===== config.mk =====
export PLATFORM = sky130hd
export DESIGN_NAME = icache
export DESIGN_NICKNAME = d
export VERILOG_FILES = /design/src/rtl/icache_pkg.sv /design/src/rtl/icache_tag_array.sv /design/src/rtl/icache.sv
export SDC_FILE = /design/constraint.sdc
export NUM_CORES = 1
export LEC_CHECK = 0
export CAP_MARGIN = 30
export CORE_ASPECT_RATIO = 1.4
export CORE_MARGIN = 3
export CORE_UTILIZATION = 50
export DETAILED_ROUTE_END_ITERATION = 8
export PLACE_DENSITY = 0.83
export SYNTH_ARGS = -nofsm -noshare
export SYNTH_HDL_FRONTEND = slang
export SYNTH_SLANG_ARGS = --single-unit

===== constraint.sdc =====
create_clock -name Clk -period 16.4 [get_ports Clk]
set_input_delay 1.64 -clock Clk [delete_from_list [all_inputs] [get_ports Clk]]
set_output_delay 1.64 -clock Clk [all_outputs]
set_load 0.05 [all_outputs]

===== src/rtl/icache_pkg.sv =====
// +----------------------------------------------------------------------+
// | icache_pkg : shared sizes, derived widths and FSM encoding for icache |
// | Revision   : 1.0                                                     |
// +----------------------------------------------------------------------+
`default_nettype none

package icache_pkg;

  localparam int WORD_SIZE  = 16;
  localparam int LINE_WORDS = 4;
  localparam int NUM_LINES  = 4;

  // LINE_WORDS and NUM_LINES are powers of two, at least 2
  function automatic int offset_bits(input int line_words);
    return $clog2(line_words);
  endfunction

  function automatic int index_bits(input int num_lines);
    return $clog2(num_lines);
  endfunction

  function automatic int tag_bits(input int word_size, input int line_words, input int num_lines);
    return word_size - $clog2(line_words) - $clog2(num_lines);
  endfunction

  typedef enum logic [0:0] {
    ST_IDLE   = 1'b0,
    ST_REFILL = 1'b1
  } state_t;

endpackage

`default_nettype wire


===== src/rtl/icache_tag_array.sv =====
// +----------------------------------------------------------------------+
// | icache_tag_array : valid/tag storage with combinational lookup       |
// | Revision         : 1.0                                               |
// +----------------------------------------------------------------------+
`default_nettype none

module icache_tag_array #(
  parameter int NUM_LINES  = 4,
  parameter int INDEX_BITS = 2,
  parameter int TAG_BITS   = 12
) (
  input  logic                  clk,
  input  logic                  rst,
  input  logic                  i_flush,
  input  logic [INDEX_BITS-1:0] i_lookup_index,
  input  logic [TAG_BITS-1:0]   i_lookup_tag,
  output logic                  o_hit,
  input  logic                  i_wr_en,
  input  logic [INDEX_BITS-1:0] i_wr_index,
  input  logic [TAG_BITS-1:0]   i_wr_tag
);

  logic [NUM_LINES-1:0] r_valid;
  logic [TAG_BITS-1:0]  r_tag [NUM_LINES];

  // Flush clears first so a refill completing in the same cycle stays valid
  always_ff @(posedge clk or posedge rst) begin
    if (rst) begin
      r_valid <= '0;
    end else begin
      if (i_flush) begin
        r_valid <= '0;
      end
      if (i_wr_en) begin
        r_valid[i_wr_index] <= 1'b1;
      end
    end
  end

  always_ff @(posedge clk) begin
    if (i_wr_en) begin
      r_tag[i_wr_index] <= i_wr_tag;
    end
  end

  assign o_hit = r_valid[i_lookup_index] && (r_tag[i_lookup_index] == i_lookup_tag);

endmodule

`default_nettype wire


===== src/rtl/icache.sv =====
// +----------------------------------------------------------------------+
// | icache   : direct-mapped read-only instruction cache, line refill    |
// |            via mem_read/mem_valid; ICACHE_STATS_EN adds counters     |
// | Revision : 1.0                                                       |
// +----------------------------------------------------------------------+
`default_nettype none

module icache
  import icache_pkg::*;
#(
  parameter int WORD_SIZE  = icache_pkg::WORD_SIZE,
  parameter int LINE_WORDS = icache_pkg::LINE_WORDS,
  parameter int NUM_LINES  = icache_pkg::NUM_LINES
) (
  input  logic                           Clk,
  input  logic                           Reset,
  input  logic                           cpu_read,
  input  logic [WORD_SIZE-1:0]           cpu_addr,
  output logic [WORD_SIZE-1:0]           cpu_rdata,
  output logic                           cpu_ready,
  input  logic                           flush,
  output logic                           mem_read,
  output logic [WORD_SIZE-1:0]           mem_addr,
  input  logic [WORD_SIZE*LINE_WORDS-1:0] mem_rdata,
  input  logic                           mem_valid,
  output logic [WORD_SIZE-1:0]           num_hit,
  output logic [WORD_SIZE-1:0]           num_miss
);

  localparam int c_offset_bits = offset_bits(LINE_WORDS);
  localparam int c_index_bits  = index_bits(NUM_LINES);
  localparam int c_tag_bits    = tag_bits(WORD_SIZE, LINE_WORDS, NUM_LINES);
  localparam int c_line_bits   = WORD_SIZE * LINE_WORDS;

  state_t                   r_state;
  state_t                   w_next_state;
  logic                     r_mem_read;
  logic [WORD_SIZE-1:0]     r_mem_addr;
  logic [c_line_bits-1:0]   r_data [NUM_LINES];

  logic [c_offset_bits-1:0] w_offset;
  logic [c_index_bits-1:0]  w_index;
  logic [c_tag_bits-1:0]    w_tag;
  logic [c_index_bits-1:0]  w_fill_index;
  logic [c_tag_bits-1:0]    w_fill_tag;
  logic [c_line_bits-1:0]   w_line;
  logic [WORD_SIZE-1:0]     w_words [LINE_WORDS];
  logic                     w_lookup_hit;
  logic                     w_miss;
  logic                     w_fill;

  assign w_offset     = cpu_addr[c_offset_bits-1:0];
  assign w_index      = cpu_addr[c_offset_bits +: c_index_bits];
  assign w_tag        = cpu_addr[WORD_SIZE-1 -: c_tag_bits];
  assign w_fill_index = r_mem_addr[c_offset_bits +: c_index_bits];
  assign w_fill_tag   = r_mem_addr[WORD_SIZE-1 -: c_tag_bits];
  assign w_line       = r_data[w_index];

  for (genvar i = 0; i < LINE_WORDS; i++) begin : g_word
    assign w_words[i] = w_line[i*WORD_SIZE +: WORD_SIZE];
  end

  icache_tag_array #(
    .NUM_LINES  (NUM_LINES),
    .INDEX_BITS (c_index_bits),
    .TAG_BITS   (c_tag_bits)
  ) u_tag_array (
    .clk            (Clk),
    .rst            (Reset),
    .i_flush        (flush),
    .i_lookup_index (w_index),
    .i_lookup_tag   (w_tag),
    .o_hit          (w_lookup_hit),
    .i_wr_en        (w_fill),
    .i_wr_index     (w_fill_index),
    .i_wr_tag       (w_fill_tag)
  );

  always_comb begin
    w_next_state = r_state;
    cpu_ready    = 1'b0;
    cpu_rdata    = '0;
    w_miss       = 1'b0;
    w_fill       = 1'b0;
    case (r_state)
      ST_IDLE: begin
        if (!cpu_read) begin
          cpu_ready = 1'b1;
        end else if (w_lookup_hit && !flush) begin
          cpu_ready = 1'b1;
          cpu_rdata = w_words[w_offset];
        end else begin
          // A flush in this cycle invalidates the line, so treat it as a miss
          w_miss       = 1'b1;
          w_next_state = ST_REFILL;
        end
      end
      ST_REFILL: begin
        if (mem_valid) begin
          w_fill       = 1'b1;
          w_next_state = ST_IDLE;
        end
      end
      default: w_next_state = ST_IDLE;
    endcase
  end

  always_ff @(posedge Clk or posedge Reset) begin
    if (Reset) begin
      r_state    <= ST_IDLE;
      r_mem_read <= 1'b0;
      r_mem_addr <= '0;
    end else begin
      r_state    <= w_next_state;
      r_mem_read <= (w_next_state == ST_REFILL);
      if (w_miss) begin
        r_mem_addr <= {cpu_addr[WORD_SIZE-1:c_offset_bits], {c_offset_bits{1'b0}}};
      end
    end
  end

  always_ff @(posedge Clk) begin
    if (w_fill) begin
      r_data[w_fill_index] <= mem_rdata;
    end
  end

  assign mem_read = r_mem_read;
  assign mem_addr = r_mem_addr;

`ifdef ICACHE_STATS_EN
  logic [WORD_SIZE-1:0] r_num_hit;
  logic [WORD_SIZE-1:0] r_num_miss;

  always_ff @(posedge Clk or posedge Reset) begin
    if (Reset) begin
      r_num_hit  <= '0;
      r_num_miss <= '0;
    end else begin
      if ((r_state == ST_IDLE) && cpu_read && cpu_ready) begin
        r_num_hit <= r_num_hit + {{(WORD_SIZE-1){1'b0}}, 1'b1};
      end
      if (w_miss) begin
        r_num_miss <= r_num_miss + {{(WORD_SIZE-1){1'b0}}, 1'b1};
      end
    end
  end

  assign num_hit  = r_num_hit;
  assign num_miss = r_num_miss;
`else
  assign num_hit  = '0;
  assign num_miss = '0;
`endif

endmodule

`default_nettype wire


Yosys cells after proc, flatten, opt, wreduce, memory -nomap -nowiden
Memories as Yosys holds them, arrays and structs flattened.
Index checks and enable logic that the tools add are counted.
Operators by class
  add/subtract/negate cells: 0
  multipliers: 0
  div/mod/pow operators: 0
  order comparisons: 4
  equality and inequality tests: 1
  shifts and indexed selects: 0
  mux-type cells: 24
  bitwise gates (word level): 3
  reductions and logical operators: 4
Operators by type and width (count)
  2-to-1 mux 16 bit: 5
  binary-select mux 16 bit (select 2 bit): 1
  2-to-1 mux 1 bit: 13
  equality test 12 bit: 1
  2-to-1 mux 4 bit: 2
  < comparator 2 x 3 -> 1 bit, second input constant: 2
  OR 4 bit: 1
  >= comparator 3 bit, second input constant: 1
  logical AND 1 bit: 3
  NOT 2 -> 3 bit: 1
  binary-select mux 1 bit (select 2 bit): 1
  demux 1 bit (select 2 bit): 1
  >= comparator 2 x 1 -> 1 bit, second input constant: 1
  case mux 1 bit (2 select lines): 1
  zero test 1 bit: 1
  NOT 1 bit: 1
Word-level totals
  bits in registers: 19
  latch bits: 0
  memory bits (writable): 304
  ROM bits: 0
  input port bits: 85
  output and inout bits: 66
  memories: 2
Memory list
  r_data: words 4, width 64, read ports 1, clocked after Yosys merged registers in 0, write ports 1, line icache.sv:39  | logic [c_line_bits-1:0] r_data [NUM_LINES];
  u_tag_array.r_tag: words 4, width 12, read ports 1, clocked after Yosys merged registers in 0, write ports 1, line icache_tag_array.sv:24  | logic [TAG_BITS-1:0] r_tag [NUM_LINES];

Depth between registers and ports, before layout
Gate-level depths: netlist of run 1.
  depth in word-level cells: 7
  depth in mapped cells: 9
  gate-level depth less buffers: 5

By module
A second synthesis of run 1 with hierarchy kept.
Second synthesis, totals
  cell total of the unflattened synthesis: 598
  area, all modules: 12818.5 µm²
By module, submodules not included
  icache: instances 1, cells an instance 492, area each 10699.0 µm²
  icache_tag_array: instances 1, cells an instance 106, area each 2119.5 µm²

Worst setup path before layout of run 1
No wires, ideal clock.
  path type: input port to flip-flop
  from: input mem_valid
  to: memory r_data[0][0] (netlist bit), enable pin
  setup time: 0.606 ns
  arrival: 6.916 ns
  setup slack: 8.878 ns
  stages: 2
  buffers on the path: 0
  path through: nand2_1 nor3_1
Between the ends
  word-level cells in the longest chain between the ends: 4
RTL lines
  start, declared: line icache.sv:25  | input logic mem_valid,
  2-to-1 mux 1 bit: line icache.sv:99  | if (mem_valid) begin
  2-to-1 mux 1 bit: line icache.sv:85  | case (r_state)
  2-to-1 mux 1 bit: line icache.sv:123  | if (w_fill) begin
  2-to-1 mux 1 bit (implied by the code): line icache.sv:124  | r_data[w_fill_index] <= mem_rdata;
  end, declared: line icache.sv:39
Every way passes these cells.

Worst setup path in the final report of run 1
  from: input cpu_addr[2]
  to: output cpu_rdata[12]
Between the ends
  word-level cells in the longest chain between the ends: 7
  elaborated cells between the ends (all ways): 13
  those cells by class: 1 x eq/ne; 8 x mux; 2 x reduce/logical; 2 x memory
RTL lines
  start, declared: line icache.sv:18  | input logic [WORD_SIZE-1:0] cpu_addr,
  memory (4 x 64 bit) (tied with other cells)
  binary-select mux 16 bit (select 2 bit) (tied with other cells): line icache.sv:91  | cpu_rdata = w_words[w_offset];
  2-to-1 mux 16 bit (implied by the code) or logical AND 1 bit (tied branches): line icache.sv:91, icache_tag_array.sv:46
  2-to-1 mux 16 bit (implied by the code) or logical AND 1 bit (tied branches): line icache.sv:91, icache.sv:89
  2-to-1 mux 16 bit *: line icache.sv:89  | end else if (w_lookup_hit && !flush) begin
  2-to-1 mux 16 bit *: line icache.sv:87  | if (!cpu_read) begin
  2-to-1 mux 16 bit *: line icache.sv:85
  end, declared: line icache.sv:19  | output logic [WORD_SIZE-1:0] cpu_rdata,
Every way passes the cells marked *; elsewhere a longest branch is shown, timed or not. The select of a mux whose other input is x is not followed.

==> results.toml, run 1 <==
[cells_and_area]
area_delta_synth_final_pct = 18.9
drive_above_1_share_pct = 23.6
final_cell_mix = "edfxtp_1 (304), clkdlybuf4s50_1 (113), mux4_2 (91), conb_1 (34), clkbuf_16 (29)"
final_common_cell = "edfxtp_1"
nets = 768
fin_cells = 1021
num-fill-cells = 1669

[pwr]
power.internal_mw = 1.42
irDropWorstVdd_mv = 0.0751
power_switching_mw = 0.418
leakagePower_nw = 4.96
cellPowerDensity_mw_per_mm2 = 122
seqPwrFrac_pct = 53.7
swShare_pct = 22.8
p_comb_share_pct = 11.2
p_clk_share_pct = 35.1

[clocking]
clkSinkCount = 323
postCtsSetupBuffers = 0
cts-root-buf = "clkbuf_16"
clk_pin_slew_ps = 60
clk_path_buf_depth = 3
worstSkewPairLatency_ps = 530
ctsResizeCount = 0
cts_hold_buf = 0
cts_tree = "done"
cts_buffers = 28
htreeDepth = 1

[detailed_routing]
ant_nets = 0
viasPerCell = 5.59
vias = 5707
wl_per_cell_um = 23.2
drt_wl_total_um = 23700
drtPass1Iterations = 4
drc = 0
drtIter0Drc = 489

[placement]
dp_hpwl_um = 14600
gp_congestion = 0.736
port-buffer-count = 116
dp.cells = 968

[die]
row_count = 68
die_height_um = 194
die_area_mm2 = 0.0273
core_area_mm2 = 0.0248
initial_core_util_pct = 51.1
io_pins = 151
die_x_um = 141

[sta]
tns_ps = 0
max_freq_mhz = 126
report.final.setup_viol = 0
post-route-period-util_pct = 48.5
finalClockSkew_ps = 10.8
timing.final.hold_violations = 0
slew_viol_final = 0
fin_crit_ps = 7950
rsz0062_at_grt = "false"
max_slew_margin_pct = 40.9
worst_pin_slew_ps = 887

[global_route]
grt_pass1_wl_um = 37400
grt-ovfl-total = 0
antenna_found_initial = 2
grt_max_degree = 57
grtUsageTotal_pct = 17.5
grt_pass1_vias = 6370

[logic_synthesis]
ys_ff_latch = 323
synth_seq_area_share_pct = 75.7
yosys.area_share.adder_pct = 0
synth_top_family_by_area = "multiplexers"
synth-compound-area-share_pct = 0.572
synth-xor-area-share_pct = 1.04
syn_avg_cell_area_um2 = 23.0
synth_warnings = 0
synth-simple-area-share_pct = 1.67
syn_area_mm2 = 0.0127
muxShareOfSynthArea_pct = 17.6
syn_inst = 552
ys_types = 31

[setup_path]
crit_path_frequent_cell = "buf_4"
rrSetupSlack_ps = 13560
critPathTopFamily = "buffers and inverters"
crit_path_start_kind = "primary input"
crit_path_cell_trace = "buf_4, buf_4, mux4_2, xor2_1, nor4_1, nand4_1, buf_4, nor2b_1, clkdlybuf4s50_1"
r2r_end = "mem_addr[10]$_DFFE_PP0P_"
worst-path-buf-inv = 4
worstPathMaxFanout = 46
cp_slowest_cell = "clkdlybuf4s50_1"
ff2ff_path_depth = 5
arrival_ps = 6310
r2r-start = "u_tag_array.r_tag[0][5]$_DFFE_PP_"
path_class = "in2out"
end_kind = "output pin"
cp.required_ps = 14760
slowest_delay_ps = 850

[hold_path]
hold-path-endpoint = "u_tag_array.r_valid[2]$_DFF_PP0_"
holdCritStartpoint = "u_tag_array.r_valid[2]$_DFF_PP0_"
whs_path_depth = 1
hold_path.class = "reg2reg"

[job]
drv_cap = 0

[status]
status = "completed"
[worst max-delay path by stage]
stage / endpoint / slack [ps] / start / depth (start not counted)
after global placement: cpu_rdata[11] / 8480 / cpu_addr[2] / 9
final: cpu_rdata[12] / 8450 / cpu_addr[2] / 9
after floorplan: r_data[0][0]$_DFFE_PP_ / 8880 / mem_valid / 2
after CTS: cpu_rdata[12] / 8310 / cpu_addr[2] / 9
after global routing: cpu_rdata[12] / 8050 / cpu_addr[2] / 9
after detailed placement: cpu_rdata[7] / 8360 / cpu_addr[2] / 9
[Yosys cell counts]
| library cell | count | area, um^2 |
|---|---|---|
| mux2i_1 | 1 | 10.0 |
| mux2_2 | 5 | 56.3 |
| nand2b_1 | 2 | 12.5 |
| buf_4 | 34 | 255 |
| inv_1 | 5 | 18.8 |
| mux2_4 | 7 | 105 |
| nand2_1 | 4 | 15.0 |
| nor4_4 | 1 | 21.3 |
| o21ai_0 | 1 | 5.00 |
| a41o_1 | 1 | 10.0 |
| nor3_1 | 3 | 15.0 |
| clkbuf_1 | 6 | 22.5 |
| nand4_1 | 2 | 12.5 |
| buf_6 | 2 | 22.5 |
| edfxtp_1 | 304 | 9130 |
| nand3_1 | 1 | 5.00 |
| conb_1 | 1 | 3.75 |
| a21oi_1 | 1 | 5.00 |
| buf_2 | 9 | 45.0 |
| xor2_1 | 15 | 131 |
| mux4_2 | 91 | 2050 |
| nor2b_1 | 16 | 100 |
| nor4_1 | 1 | 6.26 |
| buf_12 | 2 | 40.0 |
| dfrtp_1 | 19 | 475 |
| mux2_1 | 1 | 11.3 |
| buf_1 | 7 | 26.3 |
| nor2_1 | 3 | 11.3 |
| o221a_2 | 2 | 22.5 |
| a21o_1 | 4 | 30.0 |
| nor4_2 | 1 | 12.5 |
[worst register-to-register path, stage by stage, from the launching register on]
cell and delay, ps:
edfxtp_1 390, mux4_2 470, xor2_1 160, nor4_1 440, a41o_1 840, mux2_2 430
[power groups by stage]
| stage | sequential (mW) | clock (mW) | combinational, mW |
|---|---|---|---|
| 6_report | 0.986 | 0.644 | 0.206 |
| 3_5_place_dp | 1.00 | 0 | 0.209 |
| 2_1_floorplan | 1.03 | 0 | 0.111 |
| 5_1_grt | 0.991 | 0.690 | 0.218 |
| 4_1_cts | 0.987 | 0.659 | 0.210 |
| 3_3_place_gp | 0.999 | 0 | 0.198 |
[layout make-up]
class / count / area [um^2] / area share [%]
clock inverter: 19 / 169 / 1.12
tap: 315 / 394 / 2.61
inverter: 5 / 18.8 / 0.124
clock buffer: 32 / 737 / 4.88
sequential: 323 / 9600 / 63.6
antenna: 2 / 5.00 / 0.0332
timing repair buffer: 128 / 1360 / 9.02
multi-input combinational: 197 / 2800 / 18.6
[sequential cells by signal (all words and copies together), names as in the netlist]
signal	flops
u_tag_array.r_tag	48
u_tag_array.r_valid	4
r_data	256
mem_addr	14
mem_read	1
[metrics by stage]
step,worst slack (ps),instance area (um^2),power (mW),utilization [%],hold slack (ps)
2_1_floorplan,8880,12800,1.14,-,450
3_3_place_gp,8480,14000,1.20,56.4,460
3_5_place_dp,8360,14200,1.21,57.1,467
4_1_cts,8310,15100,1.86,60.7,482
5_1_grt,8050,15100,1.90,60.7,490
6_report,8450,15100,1.84,60.7,482
[logic make-up after synthesis]
group	after synthesis
muxes	105
AOI/OAI and AO/OA	9
xor gates and xnor gates	15
DFF	323
other	1
buffers and inverters	65
and+or+nand+nor	34
[routing by layer]
layer | GRT usage, % | vias up | routed length, um
li1 | - | 2474 | -
met1 | 23.6 | 2964 | 9170
met2 | 29.2 | 226 | 12400
met3 | 3.37 | 43 | 1520
met4 | 5.35 | 0 | 553
met5 | 0 | - | 0
No activity file was read; power rests on OpenSTA's default activity.
==> inputs of run 2 (changes only) <==
Clock period 16.4 ns to 8.14 ns, I/O delays scaled along.
==> run 2 against run 1 <==
Effect of this change: critical path depth unchanged; combinational power increased by 100%; total power increased by 110%; design area increased by 0.56%; via count increased by 0.46%; utilization increased by 0.34 points; sequential share of layout area decreased by 0.36 points; non-clock buffer count increased by 1.
==> results.toml, run 2 (synthesis results as in run 1) <==
[status]
status = "completed"

[hold_path]
whs_path_depth = 1
holdCritStartpoint = "u_tag_array.r_valid[3]$_DFF_PP0_"
hold_path.class = "reg2reg"

[detailed_routing]
drt_wl_total_um = 23700
viasPerCell = 5.61
vias = 5733
ant_nets = 0
wl_per_cell_um = 23.2
drtIter0Drc = 507
drc = 0
drtPass1Iterations = 5

[sta]
worst_pin_slew_ps = 914
report.final.setup_viol = 0
timing.final.hold_violations = 0
fin_crit_ps = 5630
rsz0062_at_grt = "false"
slew_viol_final = 0
max_freq_mhz = 178
finalClockSkew_ps = 14.4
max_slew_margin_pct = 39.1
post-route-period-util_pct = 69.1
tns_ps = 0

[cells_and_area]
num-fill-cells = 1675
regMostFlops = "r_data"
area_delta_synth_final_pct = 19.6
drive_above_1_share_pct = 24.4
final_common_cell = "edfxtp_1"
final_cell_mix = "edfxtp_1 (304), clkdlybuf4s50_1 (113), mux4_2 (91), conb_1 (34), clkbuf_16 (30)"
nets = 769
largest_register_ffs = 256
final_cell_area_mm2 = 0.0152

[setup_path]
end_kind = "output pin"
worstPathMaxFanout = 40
crit_path_start = "cpu_addr[2]"
cp.required_ps = 7330
r2r-start = "u_tag_array.r_tag[2][4]$_DFFE_PP_"
path_class = "in2out"
arrival_ps = 4810
ff2ff_path_depth = 5
crit_path_start_kind = "primary input"

[job]
drv_cap = 0

[clocking]
cts_tree = "done"
postCtsSetupBuffers = 0
clkSinkCount = 323
cts-root-buf = "clkbuf_16"
cts_hold_buf = 0
htreeDepth = 1
cts_buffers = 28
clk_path_buf_depth = 3
clk_pin_slew_ps = 60
worstSkewPairLatency_ps = 530
ctsResizeCount = 0

[global_route]
antenna_found_initial = 2
grt_max_degree = 69
grtUsageTotal_pct = 17.4
grt_pass1_vias = 6314
grt-ovfl-total = 0
grt_pass1_wl_um = 36800

[die]
row_count = 68
core_area_mm2 = 0.0248
die_height_um = 194
die_x_um = 141
die_area_mm2 = 0.0273
initial_core_util_pct = 51.1
io_pins = 151

[placement]
gp_congestion = 0.760
dp_hpwl_um = 14600
port-buffer-count = 116
postPlaceCellArea_mm2 = 0.0141

[pwr]
cellPowerDensity_mw_per_mm2 = 250
leakagePower_nw = 5.00
irDropWorstVdd_mv = 0.185
## run 2: cell types whose count changed in the layout (fill, tap and decap cells not counted), moves of 2 or more
| cell | delta |
|---|---|
| clkbuf_1 | -2 |
| clkbuf_8 | +3 |
| clkinv_1 | -2 |
| clkinv_2 | -2 |
## run 2: through the flow
stage / instances / total power, mW / util (%) / hold slack (ps) / setup WS (ps)
3_5_place_dp: 967 / 2.44 / 56.9 / 470 / 2550
4_1_cts: 1019 / 3.82 / 60.9 / 485 / 2430
6_report: 1022 / 3.79 / 61.1 / 482 / 2510
3_3_place_gp: 963 / 2.41 / 56.4 / 461 / 2640
2_1_floorplan: 585 / 2.30 / - / 450 / 1440
5_1_grt: 1022 / 3.91 / 61.1 / 499 / 2220
## run 2: area by class of cell
class,instances,area (um^2),area share (%)
Multi-Input combinational cell,197,2800,18.5
Tap cell,315,394,2.60
Sequential cell,323,9600,63.3
Antenna cell,1,2.50,0.0165
Clock inverter,18,198,1.30
Timing Repair Buffer,129,1360,8.97
Inverter,5,18.8,0.124
Clock buffer,34,796,5.24
## run 2: metal layers
| layer | share of wire [%] | GRT usage (%) | vias to the layer above |
|---|---|---|---|
| met3 | 6.0 | 3.13 | 49 |
| li1 | - | - | 2481 |
| met2 | 53 | 30.1 | 222 |
| met5 | 0.038 | 0 | - |
| met4 | 3.1 | 5.89 | 2 |
| met1 | 38 | 22.5 | 2979 |
## run 2: worst max-delay path, cell delays in order
cell and delay (ps):
buf_4 590, buf_4 710, inv_1 150, o221a_2 180, nor3_1 240, nand4_1 610, buf_4 430, nor2b_1 160
clkdlybuf4s50_1 840
## run 2: final timing paths
check	endpoint	slack, ps
setup / recovery	cpu_rdata[8]	2510
hold / removal	u_tag_array.r_valid[3]$_DFF_PP0_	480
setup reg to reg	mem_addr[10]$_DFFE_PP0P_	5310
hold reg to reg	u_tag_array.r_valid[3]$_DFF_PP0_	480
max in group asynchronous	mem_addr[15]$_DFFE_PP0P_	6900
min in group asynchronous	mem_addr[2]$_DFFE_PP0P_	740
## run 2: power breakdown
group / switching, mW / internal, mW
clock: 0.562 / 0.824
combinational: 0.241 / 0.174
sequential: 0.0482 / 1.94
==> inputs of run 3 (changes only) <==
Settings changed: PLACE_DENSITY 0.83 to 0.85.
Clock period 8.14 ns to 4.5 ns, I/O delays scaled along.
==> run 3 against run 2 <==
Effect of this change: count of clock-buffer cells in the layout fell by 2; non-clock buffer count shrank 2; via count up 1.9%; largest power group unchanged; combinational power rose by 81%; design area grew 0.61%; total power rose by 79%; critical path depth shrank 2; utilization grew 0.37 points; worst hold slack got worse by 98 ps; first-iteration DRC count fell by 3.2%; setup slack got worse by 1900 ps; sequential power rose by 81%.
==> results.toml, run 3 (synthesis results as in run 1) <==
[status]
status = "completed"

[global_route]
grt_max_degree = 53
antenna_found_initial = 4
grt_pass1_wl_um = 37900
grt-ovfl-total = 0
grt_pass1_vias = 6405
grtUsageTotal_pct = 17.8

[cells_and_area]
post-route-util_pct = 61.5
final_cell_area_mm2 = 0.0153
final_common_cell = "edfxtp_1"
area_delta_synth_final_pct = 20.3
largest_register_ffs = 256
drive_above_1_share_pct = 26.1
nets = 768
final_cell_mix = "edfxtp_1 (304), clkdlybuf4s50_1 (97), mux4_2 (91), conb_1 (34), clkbuf_16 (29)"
regMostFlops = "r_data"

[pwr]
swShare_pct = 22.7
cellPowerDensity_mw_per_mm2 = 443
p_comb_share_pct = 11.1
power.internal_mw = 5.23
irDropWorstVdd_mv = 0.350
p_clk_share_pct = 35.7
leakagePower_nw = 5.04
power_switching_mw = 1.54
seqPwrFrac_pct = 53.2

[clocking]
clk_path_buf_depth = 3
ctsResizeCount = 0
postCtsSetupBuffers = 0
cts_hold_buf = 0
htreeDepth = 1
clk_pin_slew_ps = 70
worstSkewPairLatency_ps = 530
cts_tree = "done"
cts-root-buf = "clkbuf_16"
clkSinkCount = 323
cts_buffers = 29

[detailed_routing]
drt_wl_total_um = 24200
drc = 0
ant_nets = 0
vias = 5842
drtPass1Iterations = 5
viasPerCell = 5.73
drtIter0Drc = 491
wl_per_cell_um = 23.8

[setup_path]
crit_path_start_kind = "primary input"
arrival_ps = 3400
crit_path_cell_trace = "buf_4, mux4_2, xor2_1, nor4_1, nand4_1, a21oi_1, clkdlybuf4s50_1"
cp.required_ps = 4050
end_kind = "output pin"
path_class = "in2out"
worstPathMaxFanout = 28
cp_slowest_cell = "clkdlybuf4s50_1"
slowest_delay_ps = 810

[die]
die_x_um = 141
initial_core_util_pct = 51.1
row_count = 68
die_area_mm2 = 0.0273
core_area_mm2 = 0.0248
die_height_um = 194
io_pins = 151

[hold_path]
hold_path.class = "in2async"

[sta]
tns_ps = 0
max_freq_mhz = 260
post-route-period-util_pct = 85.6
fin_crit_ps = 3850
max_slew_margin_pct = 39.5
rsz0062_at_grt = "false"
timing.final.hold_violations = 0
whs_ps = 384
finalClockSkew_ps = 13.8
slew_viol_final = 0
worst_pin_slew_ps = 905
report.final.setup_viol = 0

[job]
drv_cap = 0

[placement]
postPlaceCellArea_mm2 = 0.0143
gp_congestion = 0.758
port-buffer-count = 116
dp_hpwl_um = 14600
[run 3: stage by stage]
| stage | power [mW] | cells | setup slack (ps) |
|---|---|---|---|
| 2_1_floorplan | 4.16 | 585 | -99.6 |
| 3_3_place_gp | 4.36 | 963 | 732 |
| 3_5_place_dp | 4.41 | 966 | 649 |
| 4_1_cts | 6.82 | 1016 | 627 |
| 5_1_grt | 6.99 | 1019 | 450 |
| 6_report | 6.76 | 1019 | 648 |
[run 3: final cells by class]
cell class / instances / area (um^2)
Tap cell: 315 / 394
Clock inverter: 18 / 196
Inverter: 5 / 18.8
Timing Repair Buffer: 127 / 1500
Antenna cell: 2 / 5.00
Fill cell: 1652 / 9580
Clock buffer: 32 / 737
Sequential cell: 323 / 9600
Multi-Input combinational cell: 197 / 2810
[run 3: critical path: cells and delay by family]
kind / cells / cell delay (ps)
buf+inv: 2 / 1240
xor+xnor: 1 / 180
simple gates: 2 / 740
compound gates: 1 / 190
mux: 1 / 580
[run 3: power by group through the flow]
| stage | Sequential, mW | Combinational, mW | Clock [mW] |
|---|---|---|---|
| final | 3.60 | 0.751 | 2.41 |
| after global routing | 3.62 | 0.795 | 2.57 |
| after CTS | 3.60 | 0.759 | 2.46 |
| after detailed placement | 3.66 | 0.752 | 0 |
| after global placement | 3.64 | 0.721 | 0 |
| after floorplan | 3.75 | 0.406 | 0 |
[run 3: path summary, 6_finish.rpt]
kind | startpoint | endpoint | slack, ps | cells past startpoint
max reg2reg | u_tag_array.r_tag[3][7]$_DFFE_PP_ | mem_addr[11]$_DFFE_PP0P_ | 1550 | 5
min in group Clk | cpu_addr[2] | mem_addr[2]$_DFFE_PP0P_ | 460 | 3
min reg2reg | u_tag_array.r_valid[2]$_DFF_PP0_ | u_tag_array.r_valid[2]$_DFF_PP0_ | 490 | 1
min | Reset | mem_addr[5]$_DFFE_PP0P_ | 380 | 2
max in group asynchronous | Reset | mem_addr[9]$_DFFE_PP0P_ | 3600 | 2
max | cpu_addr[2] | cpu_ready | 650 | 7
[run 3: per-layer routing]
layer / global-route usage [%] / wire [um] / up-vias
met3: 3.20 / 1440 / 45
met5: 0 / 21 / -
met2: 30.5 / 12800 / 224
li1: - / - / 2480
met4: 5.42 / 520 / 4
met1: 23.5 / 9380 / 3089
==> edit 1: new RTL, flow settings as in run 3 <==
The option `ICACHE_STATS_EN` is turned on by a define.
--- a/src/rtl/icache.sv
+++ b/src/rtl/icache.sv
@@ -5,4 +5,6 @@
 // +----------------------------------------------------------------------+
 `default_nettype none
+
+`define ICACHE_STATS_EN
 
 module icache
Function: changed (a bounded check fails within 4 cycles, from zero or initial values and one cycle with Reset high).
==> edit 1 against run 3 <==
Total power increased by 16%. Synthesized cell count increased by 20%. Sequential cell count increased by 32. Wire length increased by 14%. Non-clock buffer count increased by 37. Synthesized area increased by 9.6%. Final area increased by 12%. Worst setup slack improved by 0.12 ns. Largest power group unchanged. Highest routed layer is now met4.
==> edit 1: results (changes against run 3) <==
[power]
comb-power_mw = 0.898  ; was 0.751 mW
p_switching_mw = 1.821  ; was 1.535 mW
ir_drop_v = 0.0003334  ; was 0.0003505 V
p_total_mw = 7.813  ; was 6.764 mW
p_leak_nw = 5.865  ; was 5.039 nW

[placed_design]
dp_hpwl_um = 17090  ; was 14,600 µm
io_buffer_count = 148  ; was 116
placed_area_um2 = 15830  ; was 14,300 µm²
dp_cells = 1160  ; was 966
globalplace.congestion = 0.8006  ; was 0.7582
dpl_worst_slack_ns = 0.7094  ; was 0.6495 ns

[synthesis]
ys_types = 38  ; was 31
synth.avg_cell_area_um2 = 21.00  ; was 22.98 µm²
synth_common_cells = edfxtp_1 (304), mux4_2 (88), dfrtp_1 (51)  ; was edfxtp_1 (304), mux4_2 (91), buf_4 (34)
async_flop_share = 0.1437  ; was 0.05882

[routing]
vias_per_cell = 5.580  ; was 5.733
vias = 6824  ; was 5,842
drtIter0Drc = 451  ; was 491
avgRoutedWirePerCell_um = 22.58  ; was 23.75 µm
wl_met3_um = 1670  ; was 1444 µm
wl_met1_um = 10710  ; was 9375 µm
wl_met2_um = 14560  ; was 12,840 µm
first_pass_iters = 4  ; was 5
highest_layer = met4  ; was met5

[worst_setup_path]
slowest_stage = nor3_4  ; was clkdlybuf4s50_1
crit_start = cpu_addr[3]  ; was cpu_addr[2]
worstPathMaxFanout = 27  ; was 28
cpPeakStageDelay_ns = 0.76  ; was 0.81 ns
r2r-start = u_tag_array.r_tag[0][2]  ; was u_tag_array.r_tag[3][7]
endpoint = cpu_rdata[10]  ; was cpu_ready
rr_worst_depth = 7  ; was 5
critical_path_arrival_ns = 3.28  ; was 3.40 ns

[clock_tree]
h-tree-depth = 2  ; was 1
cts_made_buffers = 34  ; was 29
clk_latency_ns = 0.51  ; was 0.53 ns

[grt]
use_met1 = 0.2402  ; was 0.2355
gr-usage-met2 = 0.3242  ; was 0.3054
grt_pass1_wl_um = 42680  ; was 37,920 µm
grtUsageMet3 = 0.03379  ; was 0.03200
antenna_found_initial = 2  ; was 4
first_global_vias = 7431  ; was 6,405

[final_layout]
finalNetCount = 918  ; was 768
fill_cells = 1817  ; was 1,652

[timing]
maxSlewHeadroom = 0.4116  ; was 0.3955
timing.fmax_ghz = 0.2678  ; was 0.2596 GHz
skew_ns = 0.01449  ; was 0.01382 ns

[status]
outcome = complete, no violations  ; unchanged

edit 1: changes by cell type in the layout (fill, tap and decap cells not counted), moves of 20 or more:
cell and delta:
xnor2_1 +30, buf_4 +26, conb_1 -32, clkdlybuf4s50_1 +32, and3_1 +20, dfrtp_1 +32
edit 1: kinds of logic (layout without fill, tap and decap cells):
kind of cell	count (synthesis)	after routing	share of synthesized area
mux	114	114	0.1628
compound gates	10	10	0.005129
simple gates	94	94	0.03905
other cells	1	3	0.0002697
fa+ha+maj	2	2	0.001799
xor+xnor	46	46	0.02897
buf+inv	40	234	0.01368
flops	355	355	0.7483
edit 1: area by class of cell:
cell class / instances / area [µm²] / share of cell area
antenna: 1 / 2.502 / 0.0001470
clock buffer: 44 / 950.9 / 0.05585
clock inverter: 18 / 242.7 / 0.01426
tap: 365 / 456.7 / 0.02682
multi-input combinational: 268 / 3359 / 0.1973
inverter: 8 / 30.03 / 0.001764
sequential: 355 / 10410 / 0.6111
timing repair buffer: 164 / 1579 / 0.09274
==> edit 2: new RTL, config.mk and constraints of run 3 <==
Made on the original files. `NUM_LINES` is set to 4 in 2 places; all go to 2.
--- a/src/rtl/icache_pkg.sv
+++ b/src/rtl/icache_pkg.sv
@@ -9,5 +9,5 @@
   localparam int WORD_SIZE  = 16;
   localparam int LINE_WORDS = 4;
-  localparam int NUM_LINES  = 4;
+  localparam int NUM_LINES  = 2;
 
   // LINE_WORDS and NUM_LINES are powers of two, at least 2
--- a/src/rtl/icache_tag_array.sv
+++ b/src/rtl/icache_tag_array.sv
@@ -6,5 +6,5 @@
 
 module icache_tag_array #(
-  parameter int NUM_LINES  = 4,
+  parameter int NUM_LINES  = 2,
   parameter int INDEX_BITS = 2,
   parameter int TAG_BITS   = 12
Formal check against the unedited RTL: not equivalent (a bounded check fails within 10 cycles, from zero or initial values and one cycle with Reset high).
==> edit 2 against run 3 <==
Clock skew is 0.0042 ns lower. Sequential cell count down 152. Count of clock-buffer cells in the layout decreased by 14. Maximum frequency increased by 3.8%. Global-route usage down 0.95 points. Register-to-register slack gained 0.80 ns. Final area fell by 42%. Worst setup slack gained 0.14 ns. Die area down 44%. Total power is 43% lower. Clock power shrank 45%. Synthesized area is 45% lower. Synthesized cell count shrank 38%. Wire length decreased by 49%.
==> edit 2: results (changes against run 3) <==
[status]
outcome = complete, no violations  ; unchanged

[synthesis]
synth_common_cells = edfxtp_1 (154), buf_4 (35), mux4_2 (32)  ; was edfxtp_1 (304), mux4_2 (91), buf_4 (34)
synth-xor-area-share = 0.01894  ; was 0.01036
async_flop_share = 0.09942  ; was 0.05882
yosysSeqAreaShare = 0.7281  ; was 0.7571
synth_compound_area_frac = 0.008660  ; was 0.005720
ys_ff_latch = 171  ; was 323

[routing]
avgRoutedWirePerCell_um = 18.62  ; was 23.75 µm
first_pass_iters = 4  ; was 5
vias = 3382  ; was 5,842
drt_wl_total_um = 12360  ; was 24,200 µm

[final_layout]
clkCellAreaFrac = 0.06195  ; was 0.06114
inverters_excl_clock = 3  ; was 5
seq_share = 0.5682  ; was 0.6291
drive_above_1_share = 0.2137  ; was 0.2607
fill_cells = 889  ; was 1,652
antenna_cells = 0  ; was 2
final_area_um2 = 8887  ; was 15,270 µm²

[worst_setup_path]
r2r-start = u_tag_array.r_tag[0][12]  ; was u_tag_array.r_tag[3][7]
worstPathMaxFanout = 46  ; was 28
r2r-end = mem_addr[2]  ; was mem_addr[11]
critical_path_arrival_ns = 3.26  ; was 3.40 ns

[clock_tree]
h-tree-depth = 4  ; was 1
clk_latency_ns = 0.41  ; was 0.53 ns
cts_buffer_depth = 2  ; was 3

[placed_design]
globalplace.congestion = 0.7510  ; was 0.7582
dp_cells = 632  ; was 966

[timing]
skew_ns = 0.009630  ; was 0.01382 ns
hold_slack_ns = 0.4633  ; was 0.3839 ns

[power]
p_leak_nw = 3.109  ; was 5.039 nW

[grt]
grt_use_total = 0.1689  ; was 0.1784
grt_max_degree = 49  ; was 53
grt_pass1_wl_um = 19510  ; was 37,920 µm

## edit 2: worst max path at each step
stage	slack, ns	startpoint	end	cells past startpoint
after global routing	0.54	cpu_addr[2]	cpu_ready	7
after global placement	0.81	cpu_addr[2]	cpu_ready	7
after detailed placement	0.71	cpu_addr[2]	cpu_ready	7
final	0.79	cpu_addr[2]	cpu_ready	7
after CTS	0.66	cpu_addr[2]	cpu_ready	7
after floorplan	1.25	mem_read	r_data[0][0]	2
## edit 2: power breakdown
| group | switching [mW] | internal (mW) |
|---|---|---|
| combinational | 0.340 | 0.240 |
| clock | 0.571 | 0.762 |
| sequential | 0.0556 | 1.89 |
## edit 2: layer usage
metal	GRT usage	wire length, µm
met3	0.06391	885
met2	0.3078	7036
met5	0	8
met1	0.1803	4323
met4	0.05055	108
## edit 2: critical path: cells and delay by family
family / cells / cell delay [ns]
buffers and inverters: 2 / 1.47
and+or+nand+nor: 2 / 0.71
muxes: 1 / 0.31
AOI/OAI and AO/OA: 1 / 0.20
xor gates and xnor gates: 1 / 0.11
